[src/rtl/sdp_fifo_if.sv]
// sdp_fifo_if: producer/consumer stream bundle for the first-word-fall-through FIFO
interface sdp_fifo_if #(
    parameter int DATA_WIDTH = 8,
    parameter int ADDR_WIDTH = 4
);
    logic [DATA_WIDTH-1:0] in_data;
    logic                  in_valid;
    logic                  in_ready;
    logic [DATA_WIDTH-1:0] out_data;
    logic                  out_valid;
    logic                  out_ready;
    logic [ADDR_WIDTH:0]   count;

    modport master (
        output in_data, in_valid, out_ready,
        input  in_ready, out_data, out_valid, count
    );

    modport slave (
        input  in_data, in_valid, out_ready,
        output in_ready, out_data, out_valid, count
    );
endinterface

[src/rtl/sdp_fifo.sv]
// sdp_fifo: FWFT FIFO wrapping a registered-read simple dual-port RAM; head word lives in the RAM rdata register
module simple_dual_port_ram_reg1 #(
    parameter int DATA_WIDTH = 8,
    parameter int ADDR_WIDTH = 4
) (
    input  logic                  wclock,
    input  logic                  wenable,
    input  logic [ADDR_WIDTH-1:0] waddr,
    input  logic [DATA_WIDTH-1:0] wdata,
    input  logic                  rclock,
    input  logic                  renable,
    input  logic [ADDR_WIDTH-1:0] raddr,
    output logic [DATA_WIDTH-1:0] rdata
);
    logic [DATA_WIDTH-1:0] mem [2**ADDR_WIDTH];

    always_ff @(posedge wclock)
        if (wenable) mem[waddr] <= wdata;

    always_ff @(posedge rclock)
        if (renable) rdata <= mem[raddr];
endmodule

module sdp_fifo #(
    parameter int DATA_WIDTH = 8,
    parameter int ADDR_WIDTH = 4
) (
    input logic       clock,
    input logic       resetn,
    sdp_fifo_if.slave bus
);
    localparam logic [ADDR_WIDTH:0] FULL = (ADDR_WIDTH+1)'(1) << ADDR_WIDTH;

    logic [ADDR_WIDTH-1:0] wptr, rptr;
    logic [ADDR_WIDTH:0]   ram_count;
    logic                  out_valid;
    logic                  push, pop, fetch;

    assign bus.in_ready  = ram_count != FULL;
    assign push          = bus.in_valid & bus.in_ready;
    assign pop           = out_valid & bus.out_ready;
    // refill the head register whenever it is empty or being consumed
    assign fetch         = (ram_count != '0) & (~out_valid | bus.out_ready);
    assign bus.out_valid = out_valid;
    assign bus.count     = ram_count + (ADDR_WIDTH+1)'(out_valid);

    always_ff @(posedge clock) begin
        if (!resetn) begin
            wptr      <= '0;
            rptr      <= '0;
            ram_count <= '0;
            out_valid <= 1'b0;
        end else begin
            wptr      <= wptr + ADDR_WIDTH'(push);
            rptr      <= rptr + ADDR_WIDTH'(fetch);
            ram_count <= ram_count + (ADDR_WIDTH+1)'(push) - (ADDR_WIDTH+1)'(fetch);
            out_valid <= fetch | (out_valid & ~pop);
        end
    end

    simple_dual_port_ram_reg1 #(
        .DATA_WIDTH(DATA_WIDTH),
        .ADDR_WIDTH(ADDR_WIDTH)
    ) u_ram (
        .wclock (clock),
        .wenable(push),
        .waddr  (wptr),
        .wdata  (bus.in_data),
        .rclock (clock),
        .renable(fetch),
        .raddr  (rptr),
        .rdata  (bus.out_data)
    );
endmodule

[src/flat_wrapper.sv]
// flat-port wrapper written by rule: the top's interface ports become plain ports
module sdp_fifo_flat 
#(
    parameter int DATA_WIDTH = 8,
    parameter int ADDR_WIDTH = 4
)
  (clock, resetn, bus_in_data, bus_in_valid, bus_out_ready, bus_in_ready, bus_out_data, bus_out_valid, bus_count);
  sdp_fifo_if #(.DATA_WIDTH(DATA_WIDTH), .ADDR_WIDTH(ADDR_WIDTH)) bus_i ();
  input logic clock;
  input logic resetn;
  input wire logic [$bits(bus_i.in_data)-1:0] bus_in_data;
  input wire logic [$bits(bus_i.in_valid)-1:0] bus_in_valid;
  input wire logic [$bits(bus_i.out_ready)-1:0] bus_out_ready;
  output wire logic [$bits(bus_i.in_ready)-1:0] bus_in_ready;
  output wire logic [$bits(bus_i.out_data)-1:0] bus_out_data;
  output wire logic [$bits(bus_i.out_valid)-1:0] bus_out_valid;
  output wire logic [$bits(bus_i.count)-1:0] bus_count;
  assign bus_i.in_data = bus_in_data;
  assign bus_i.in_valid = bus_in_valid;
  assign bus_i.out_ready = bus_out_ready;
  assign bus_in_ready = bus_i.in_ready;
  assign bus_out_data = bus_i.out_data;
  assign bus_out_valid = bus_i.out_valid;
  assign bus_count = bus_i.count;
  sdp_fifo #(.DATA_WIDTH(DATA_WIDTH), .ADDR_WIDTH(ADDR_WIDTH)) u_core (.clock(clock), .resetn(resetn), .bus(bus_i));
endmodule
[config.mk]
export PLATFORM = sky130hd
export DESIGN_NAME = sdp_fifo_flat
export DESIGN_NICKNAME = d
export VERILOG_FILES = /design/src/rtl/sdp_fifo_if.sv /design/src/rtl/sdp_fifo.sv /design/src/flat_wrapper.sv
export SDC_FILE = /design/constraint.sdc
export NUM_CORES = 1
export LEC_CHECK = 0
export ABC_AREA = 1
export BUFFER_PORTS_ARGS = -buffer_cell sky130_fd_sc_hd__buf_4
export CAP_MARGIN = 10
export CORE_MARGIN = 2
export CORE_UTILIZATION = 40
export DETAILED_ROUTE_END_ITERATION = 7
export PLACE_DENSITY_LB_ADDON = 0.05
export RECOVER_POWER = 50
export SLEW_MARGIN = 10
export SYNTH_ARGS = -nofsm -noshare
export SYNTH_HDL_FRONTEND = slang
export SYNTH_SLANG_ARGS = --single-unit
[constraint.sdc]
create_clock -name clock -period 3.3 [get_ports clock]
set_input_delay 0.495 -clock clock [delete_from_list [all_inputs] [get_ports clock]]
set_output_delay 0.495 -clock clock [all_outputs]
set_load 0.01 [all_outputs]
* Word level (Yosys, flattened, before mapping)
Memories as Yosys holds them, arrays and structs flattened. A register that Yosys moved wholly into a read port is not among the register bits.
Cells that the tools add are included.
** Word-level totals
- Bits in registers :: 14
- Memory bits (writable) :: 128
- Input bits :: 12
- Output and inout bits :: 15
- Word-level logic and storage cells :: 22
- Memories kept :: 1
** Cells by class
- $add $sub $neg :: 5
- Eq/ne operators :: 1
- Multiplexer cells :: 2
- Bitwise logic cells :: 8
- Reductions and logical operators :: 1
** Memories
- u_core.u_ram.mem :: words 16, bits a word 8, rd ports 1, clocked after Yosys merged registers in 1, write ports 1, RTL line sdp_fifo.sv:15 : logic [DATA_WIDTH-1:0] mem [2**ADDR_WIDTH];
** Operator list (count)
- adder 5 x 1 -> 5 bit :: 2
- adder 4 x 1 -> 4 bit :: 2
- inequality test 5 bit, second input constant :: 1
- nonzero test 5 bit :: 1
- subtractor 5 x 1 -> 5 bit :: 1
- AND 1 bit :: 4
- 2-to-1 mux 1 bit :: 2
- inverter 1 bit :: 2
- OR 1 bit :: 2

* Depth between registers and ports, before layout
Gate-level depths: netlist of the first run.
- Word-level depth :: 4
- Mapped depth :: 17
- Mapped depth without buffers :: 17

* By module
A second synthesis of the first run with hierarchy kept.
** Second synthesis, totals
- Cells, all modules :: 651
- Area total of the unflattened synthesis :: 6652.6 um^2
** By module, submodules not included
- simple_dual_port_ram_reg1 :: times used 1, cells an instance 551, area an instance 5846.9 um^2, sequential area each 4083.9 um^2
- sdp_fifo :: times used 1, cells an instance 100, area an instance 805.8 um^2, sequential area each 280.3 um^2

* Worst setup path before layout of the first run
Ideal clock, no wire load.
- Path kind :: reg-to-reg
- From :: register u_core.ram_count[2]
- To :: register u_core.ram_count[4]
- Library setup time :: 0.113 ns
- Arrival :: 2.269 ns
- Slack :: 0.918 ns
- Stages on the path, launching flop included :: 17
- Buffers on the path :: 0
- Cell sequence :: dfxtp_1 inv_1 ha_1 nand3_1 o21ai_0 inv_1 ha_1 inv_1 ha_1 inv_1 fa_1 inv_1 nand2_1 nand2_1 a21oi_1 nor2_1 nor2_1
** On the way
- Elaborated cells on any way between the ends :: 6
- Classes of those cells :: add/sub: 2; eq/ne: 1; bitwise: 2; reduce/logical: 1
** RTL lines
- from (decl) :: RTL line sdp_fifo.sv:35 : logic [ADDR_WIDTH:0] ram_count;
- from (signal assigned) :: RTL line sdp_fifo.sv:56 : ram_count <= ram_count + (ADDR_WIDTH+1)'(push) - (ADDR_WIDTH+1)'(fetch);
- nonzero test 5 bit :: RTL line sdp_fifo.sv:43 : assign fetch = (ram_count != '0) & (~out_valid | bus.out_ready);
- AND 1 bit :: RTL line sdp_fifo.sv:43
- named net u_core.fetch :: RTL line sdp_fifo.sv:37 : logic push, pop, fetch;
- subtractor 5 x 1 -> 5 bit :: RTL line sdp_fifo.sv:56
The timed path passes the listed nets, and every way through them passes these cells.
A chain may end at the register's enable or synchronous reset.

* Worst setup path after layout of the first run
- From :: register u_core.ram_count[3]
- To :: register u_core.ram_count[4]
Same word-level chain as after synthesis.

==> impl_results.md, run 1 <==
- Outcome: finished clean
- Max-slew violation total from the final report: 0
- Yosys warns: 0
- Dpl hpwl: 9.50 mm
- Vias in the first global route: 4238
- Most common cell in the netlist: nand2_1
- Final TNS setup: 0 ns
- Ys flop type: edfxtp_1
- Synth cell types: 19
- Post-CTS Hold Buffers: 0
- Final WL: 15.1 mm
- Synth-to-layout area growth: 13.4%
- Part of the cycle the worst path needs: 79.1%
- Final hold vios: 0
- Cell taking the most area after synthesis: edfxtp_1
- CTS tree: done
- Max Freq: 383 MHz
- Relative slew slack: 24.7%
- Layout cells sized above 1: 7.13%
- Worst path required time: 3.66 ns
- Post-synthesis mux area share: 0%
- Routed wire length per instance: 16.6 um
- Max Cap Viol: 0
- Num rows: 47
- Register area share after synthesis: 65.9%
- Largest family of logic cells by synthesized area: simple AND/OR/NAND/NOR gates
- Yosys reg bits: 150
- Min Tclk post-route: 2.61 ns
- Crit path arrival time: 2.97 ns
- Finished Cell Area: 7510 sq um
- Skew-Pair Late Insertion Delay: 0.42 ns
- Synth Area in Adders: 2.95%
- Reg2Reg Setup Slack: 0.69 ns
- # IOs: 27
- Worst-margin pin slew: 1.13 ns
- # DRC: 0
- CP max FO: 10
- Worst reg-to-reg path cell count: 18
- Dpl ws: 0.681 ns
- Top cells by area, synth: edfxtp_1, nand2_1, nand3_1
- Reg2reg end: u_core.ram_count[4]$_SDFF_PN0_
- CTS root buf: clkbuf_16
- NumNets Final: 701
- Initial antenna violation count: 0
- Vias: 4258
- Crit Path Class: reg -> reg
- Final WS setup: 0.688 ns
- Hold Path Origin: bus_out_ready
- Asr flop ratio synth: 0%
- 1st-iter DRT viols: 300
- Worst hold endpoint: u_core.bus.out_valid$_SDFF_PN0_
- Post-DP Area: 6970 sq um
- Hold WC Path Type: in -> reg
- Post-synth EDFFs: 136
- Endpoints failing setup: 0
- Initial DRT Pass Iterations: 5
- Core area: 16400 sq um
- Post-synth net total: 674
- R2R Path Start: u_core.ram_count[3]$_SDFF_PN0_
- Gpl congestion: 0.804
- Synth top cells by count: nand2_1, edfxtp_1, inv_1, nand3_1, nor2_1
- Post-synthesis cell count: 647
- RSZ-0062 raised after global routing: false
- Largest net degree at the start of global routing: 66
- Clock Sinks: 150
- TritonCTS Buffers: 17
- ANT nets after route: 0
- Initial cell density of the core: 40.4%
- Port Buffers: 26
- Die H: 133 um
- Fin Hold WS: 0.349 ns
- Global route overflow: 0
- Maximum VDD drop: 0.380 mV
- Die X: 133 um
- Compound-Gate Fraction of Synth Area: 0.680%
- CP Launch Type: flop
- Die ar.: 17600 sq um
- Fillers: 1571
- Post-DR vias/cell: 4.69
- CP endpoint kind: flop
- CTS-repair resized insts: 0
- Pwr dens: 794 nW/um^2
- Simple-gate share of the synthesized area: 19.9%
- Clock slew at reported path FFs: 0.06 ns
- P_leak: 3.22 nW
- Top cell type's share of synthesized area: 61.6%
- Synth Area in XOR/XNOR: 0.793%
- Total GRT Usage: 18.2%
- Clk_skew: 0.00720 ns
- Syn avg cell area: 10.2 sq um
- H-Tree Depth: 4
- Clock Tree Buf Depth: 2
- WHS Path Cells: 4
- First-pass GRT wire length: 23.6 mm
- Number of setup buffers added after CTS: 0
- Post-Syn Area: 6630 sq um
[registers in the layout, summed over array words and instances, names as in the netlist]
name / count
u_core.rptr: 4
u_core.bus.out_valid: 1
u_core.ram_count: 5
u_core.wptr: 4
u_core.u_ram.mem: 128
u_core.u_ram.rdata: 8
[through the flow]
| step | std cells | power, mW | util (%) |
|---|---|---|---|
| 3_5_place_dp | 875 | 4.13 | 42.5 |
| 6_report | 908 | 5.96 | 45.8 |
| 2_1_floorplan | 647 | 3.58 | - |
| 5_1_grt | 907 | 6.35 | 45.8 |
| 4_1_cts | 907 | 6.09 | 46.2 |
| 3_3_place_gp | 875 | 4.11 | 42.5 |
[area by class of cell]
class                      count  area [sq um]  area share [%]
multi-input combinational    347          1610            21.5
clock inverter                15           178            2.37
sequential                   150          4370            58.1
timing repair buffer          33           180            2.40
tap                          220           275            3.67
inverter                     125           469            6.25
clock buffer                  17           425            5.66
antenna                        1          2.50          0.0333
[cells in the final DEF, fill, tap and decap left out, drive strengths merged]
cell type / instances
a21oi: 6
buf: 15
bufinv: 3
clkbuf: 35
clkinv: 9
clkinvlp: 1
dfxtp: 14
diode: 1
edfxtp: 136
fa: 1
ha: 14
inv: 127
nand2: 189
nand3: 103
nand4: 1
nor2: 24
o21ai: 3
xnor2: 3
xor2: 3
[report_power, final]
| part | leakage, nW | total [mW] | switching, mW | internal (mW) |
|---|---|---|---|---|
| combinational | 1.58 | 1.66 | 1.13 | 0.521 |
| clock | 0.295 | 1.96 | 0.772 | 1.19 |
| sequential | 1.35 | 2.34 | 0.0793 | 2.26 |
| total | 3.22 | 5.96 | 1.99 | 3.98 |
[logic make-up after synthesis]
family | count (synthesis)
adder cells (fa/ha/maj) | 15
buffers and inverters | 150
flip-flops | 150
AND/OR/NAND/NOR | 317
AO/OA/AOI/OAI | 9
XOR/XNOR | 6
[critical path, stage by stage, from the launching register on]
cell and delay, ns:
dfxtp_1 0.33, inv_1 0.12, ha_1 0.19, nand3_1 0.07, o21ai_0 0.20, inv_1 0.06
buf_4 0.19, ha_1 0.30, inv_1 0.05, ha_1 0.16, inv_1 0.06, fa_1 0.39
inv_1 0.07, nand2_1 0.06, nand2_1 0.05, a21oi_1 0.07, nand2_1 0.06, nand2_1 0.05
nor2_1 0.08
[routing by layer]
layer / track usage, % / part of all wire, % / vias up
met1: 23.6 / 45 / 1999
li1: - / - / 2126
met5: 0 / 0 / -
met4: 7.35 / 2.6 / 0
met2: 30.3 / 48 / 106
met3: 3.52 / 4.3 / 27
[how the worst max path moves through the flow]
| stage | slack [ns] | endpoint | from |
|---|---|---|---|
| floorplan | 0.92 | u_core.ram_count[4]$_SDFF_PN0_ | u_core.ram_count[2]$_SDFF_PN0_ |
| global placement | 0.74 | u_core.ram_count[4]$_SDFF_PN0_ | u_core.ram_count[3]$_SDFF_PN0_ |
| detailed placement | 0.68 | u_core.ram_count[4]$_SDFF_PN0_ | u_core.ram_count[2]$_SDFF_PN0_ |
| CTS | 0.67 | u_core.ram_count[4]$_SDFF_PN0_ | u_core.ram_count[2]$_SDFF_PN0_ |
| global route | 0.36 | u_core.ram_count[4]$_SDFF_PN0_ | u_core.ram_count[3]$_SDFF_PN0_ |
| finish | 0.69 | u_core.ram_count[4]$_SDFF_PN0_ | u_core.ram_count[3]$_SDFF_PN0_ |
No activity file was read; power rests on OpenSTA's default activity.
==> inputs of run 2 (changes only) <==
==> constraint.sdc (replaced) <==
create_clock -name clock -period 2.4 [get_ports clock]
set_input_delay 0.36 -clock clock [delete_from_list [all_inputs] [get_ports clock]]
set_output_delay 0.36 -clock clock [all_outputs]
set_load 0.01 [all_outputs]
==> run 2 against run 1 <==
Cell count is 2.2% higher. Clock skew about the same. Final area is 3.5% higher. Sequential cell count is the same. Sequential share of layout area decreased by 1.9 points. Setup slack got worse by 0.56 ns. Critical path type unchanged.
==> impl_results.md, run 2 (synthesis gave the netlist of run 1 again) <==
- Die ar.: 17600 sq um (unchanged)
- Dpl hpwl: 9.38 mm (-1.2%)
- Min Tclk post-route: 2.28 ns (-0.335 ns)
- Worst-margin pin slew: 0.984 ns (-0.146 ns)
- CP Capture Point: u_core.ram_count[4]$_SDFF_PN0_
- Part of the cycle the worst path needs: 94.9% (+16 points)
- Final Util: 47.4% (+1.6 points)
- Maximum VDD drop: 0.543 mV (+43%)
- WL met2: 7.41 mm (+1.4%)
- CP max FO: 2 (-8)
- P_leak: 3.37 nW (+4.6%)
- Global route overflow: 0 (unchanged)
- Final hold vios: 0 (unchanged)
- CTS tree: done
- Outcome: finished clean
- TritonCTS Buffers: 17 (unchanged)
- Fillers: 1522 (-3.1%)
- CP Launch Type: flop
- DRT met1 WL: 6.80 mm (+0.92%)
- Largest net degree at the start of global routing: 56 (-15%)
- Initial cell density of the core: 40.4% (unchanged)
- Max Cap Viol: 0 (unchanged)
- ANT nets after route: 0 (unchanged)
- Die X: 133 um (unchanged)
- DR WL met3: 662 um (+1.5%)
- Crit path arrival time: 2.64 ns (-0.33 ns)
- Vias: 4311 (+1.2%)
- Pwr dens: 1110 nW/um^2 (+39%)
- Die H: 133 um (unchanged)
- R2R Path Start: u_core.ram_count[2]$_SDFF_PN0_
- # DRC: 0 (unchanged)
- Reg2reg end: u_core.ram_count[4]$_SDFF_PN0_
- Hold WC Path Type: in -> reg
- Gpl congestion: 0.803 (about the same)
- Worst path required time: 2.76 ns (-0.90 ns)
- Reg2Reg Setup Slack: 0.12 ns (-0.56 ns)
- Initial antenna violation count: 0 (unchanged)
- Total GRT Usage: 18.6% (+0.40 points)
- Most frequent cells in the layout: nand2_1, edfxtp_1, inv_1, nand3_1, buf_4
- Post-CTS Hold Buffers: 0 (unchanged)
- Routed wire length per instance: 16.4 um (-1.1%)
- NumNets Final: 722 (+3.0%)
- Synth-to-layout area growth: 17.4%
- Uppermost layer routed: met4
- Clock Sinks: 150 (unchanged)
- Antenna Cells: 0 (-1)
- Final WS setup: 0.123 ns (-0.565 ns)
- Endpoints failing setup: 0 (unchanged)
- Clock Tree Buf Depth: 2 (unchanged)
- Clk_skew: 0.00751 ns (+0.000314 ns)
- Critical path origin: u_core.ram_count[2]$_SDFF_PN0_
- Vias in the first global route: 4299 (+1.4%)
- CTS root buf: clkbuf_16
- First-pass GRT wire length: 24.0 mm (+2.0%)
- CP endpoint kind: flop
- Largest register FFs: 128 (unchanged)
- Largest regs: u_core.u_ram.mem x128, u_core.u_ram.rdata x8, u_core.ram_count x5
- Skew-Pair Late Insertion Delay: 0.42 ns (about the same)
- Post-DR vias/cell: 4.65 (-0.94%)
- Max-slew violation total from the final report: 0 (unchanged)
- Final WL: 15.2 mm (+1.0%)
- Clock slew at reported path FFs: 0.06 ns (about the same)
- Top reg by flops: u_core.u_ram.mem
- Core area: 16400 sq um (unchanged)
- Max Freq: 439 MHz (+15%)
- 1st-iter DRT viols: 276 (-8.0%)
- Layout cells sized above 1: 12.4% (+5.3 points)
- Relative slew slack: 34.4% (+9.7 points)
- H-Tree Depth: 4 (unchanged)
- Initial DRT Pass Iterations: 4 (-1)
- Dpl ws: 0.00879 ns (-0.672 ns)
- # IOs: 27 (unchanged)
- Crit Path Class: reg -> reg
- Port Buffers: 26 (unchanged)
- Num rows: 47 (unchanged)
- Commonest non-fill, non-tap cell in the layout: nand2_1
- Worst reg-to-reg path cell count: 17 (-1)
## run 2: per-stage QoR
stage | hold WS (ns) | cells | TNS (ns) | power (mW) | instance area, sq um
floorplan | 0.459 | 647 | 0 | 4.92 | 6630
global placement | 0.513 | 893 | 0 | 5.74 | 7120
detailed placement | 0.514 | 893 | 0 | 5.76 | 7120
CTS | 0.196 | 925 | 0 | 8.57 | 7740
global route | 0.233 | 928 | -0.0340 | 9.13 | 7770
finish | 0.225 | 928 | 0 | 8.61 | 7770
## run 2: worst min path at each step
stage	start	end	slack [ns]	cells after the start
after floorplan	bus_in_data[0]	u_core.u_ram.mem[0][0]$_DFFE_PP_	0.46	0
final	resetn	u_core.wptr[0]$_SDFF_PN0_	0.22	3
after CTS	bus_out_ready	u_core.bus.out_valid$_SDFF_PN0_	0.20	4
after global placement	u_core.bus.out_valid$_SDFF_PN0_	u_core.bus.out_valid$_SDFF_PN0_	0.51	2
after global routing	resetn	u_core.rptr[1]$_SDFF_PN0_	0.23	3
after detailed placement	u_core.bus.out_valid$_SDFF_PN0_	u_core.bus.out_valid$_SDFF_PN0_	0.51	2
## run 2: layout make-up
type / instances / area (sq um) / area share [%]
clock inverters: 11 / 180 / 2.32
multi-input cells: 347 / 1650 / 21.2
flip-flops and latches: 150 / 4370 / 56.2
well taps: 220 / 275 / 3.54
repair buffers: 54 / 388 / 4.99
clock buffers: 21 / 440 / 5.66
inverters: 125 / 472 / 6.07
## run 2: critical path, cell delays in order, from the launching register on
cell,delay [ns]
dfxtp_2,0.32
inv_2,0.08
ha_4,0.14
nand3_2,0.08
o21ai_2,0.17
inv_2,0.06
ha_1,0.28
inv_1,0.06
ha_2,0.17
inv_2,0.04
fa_2,0.39
inv_2,0.06
nand2_2,0.05
nand2_2,0.07
a21oi_2,0.05
nand2_1,0.05
nand2_1,0.05
nor2_1,0.09
## run 2: per-layer routing
metal / up-vias / track usage, %
li1: 2173 / -
met1: 2015 / 23.6
met2: 92 / 30.5
met3: 31 / 5.25
met4: 0 / 7.17
met5: - / 0
## run 2: report_power, final
| group | switching, mW | internal (mW) |
|---|---|---|
| clock network | 0.977 | 1.83 |
| registers | 0.121 | 3.12 |
| logic | 1.64 | 0.919 |
| total | 2.74 | 5.87 |
## run 2: what timing repair did
item / CTS / global route
gates resized for setup: 0 / 19
endpoints found under the hold margin: 0 / 0
setup endpoints to repair: 0 / 2
buffers inserted: 0 / 3
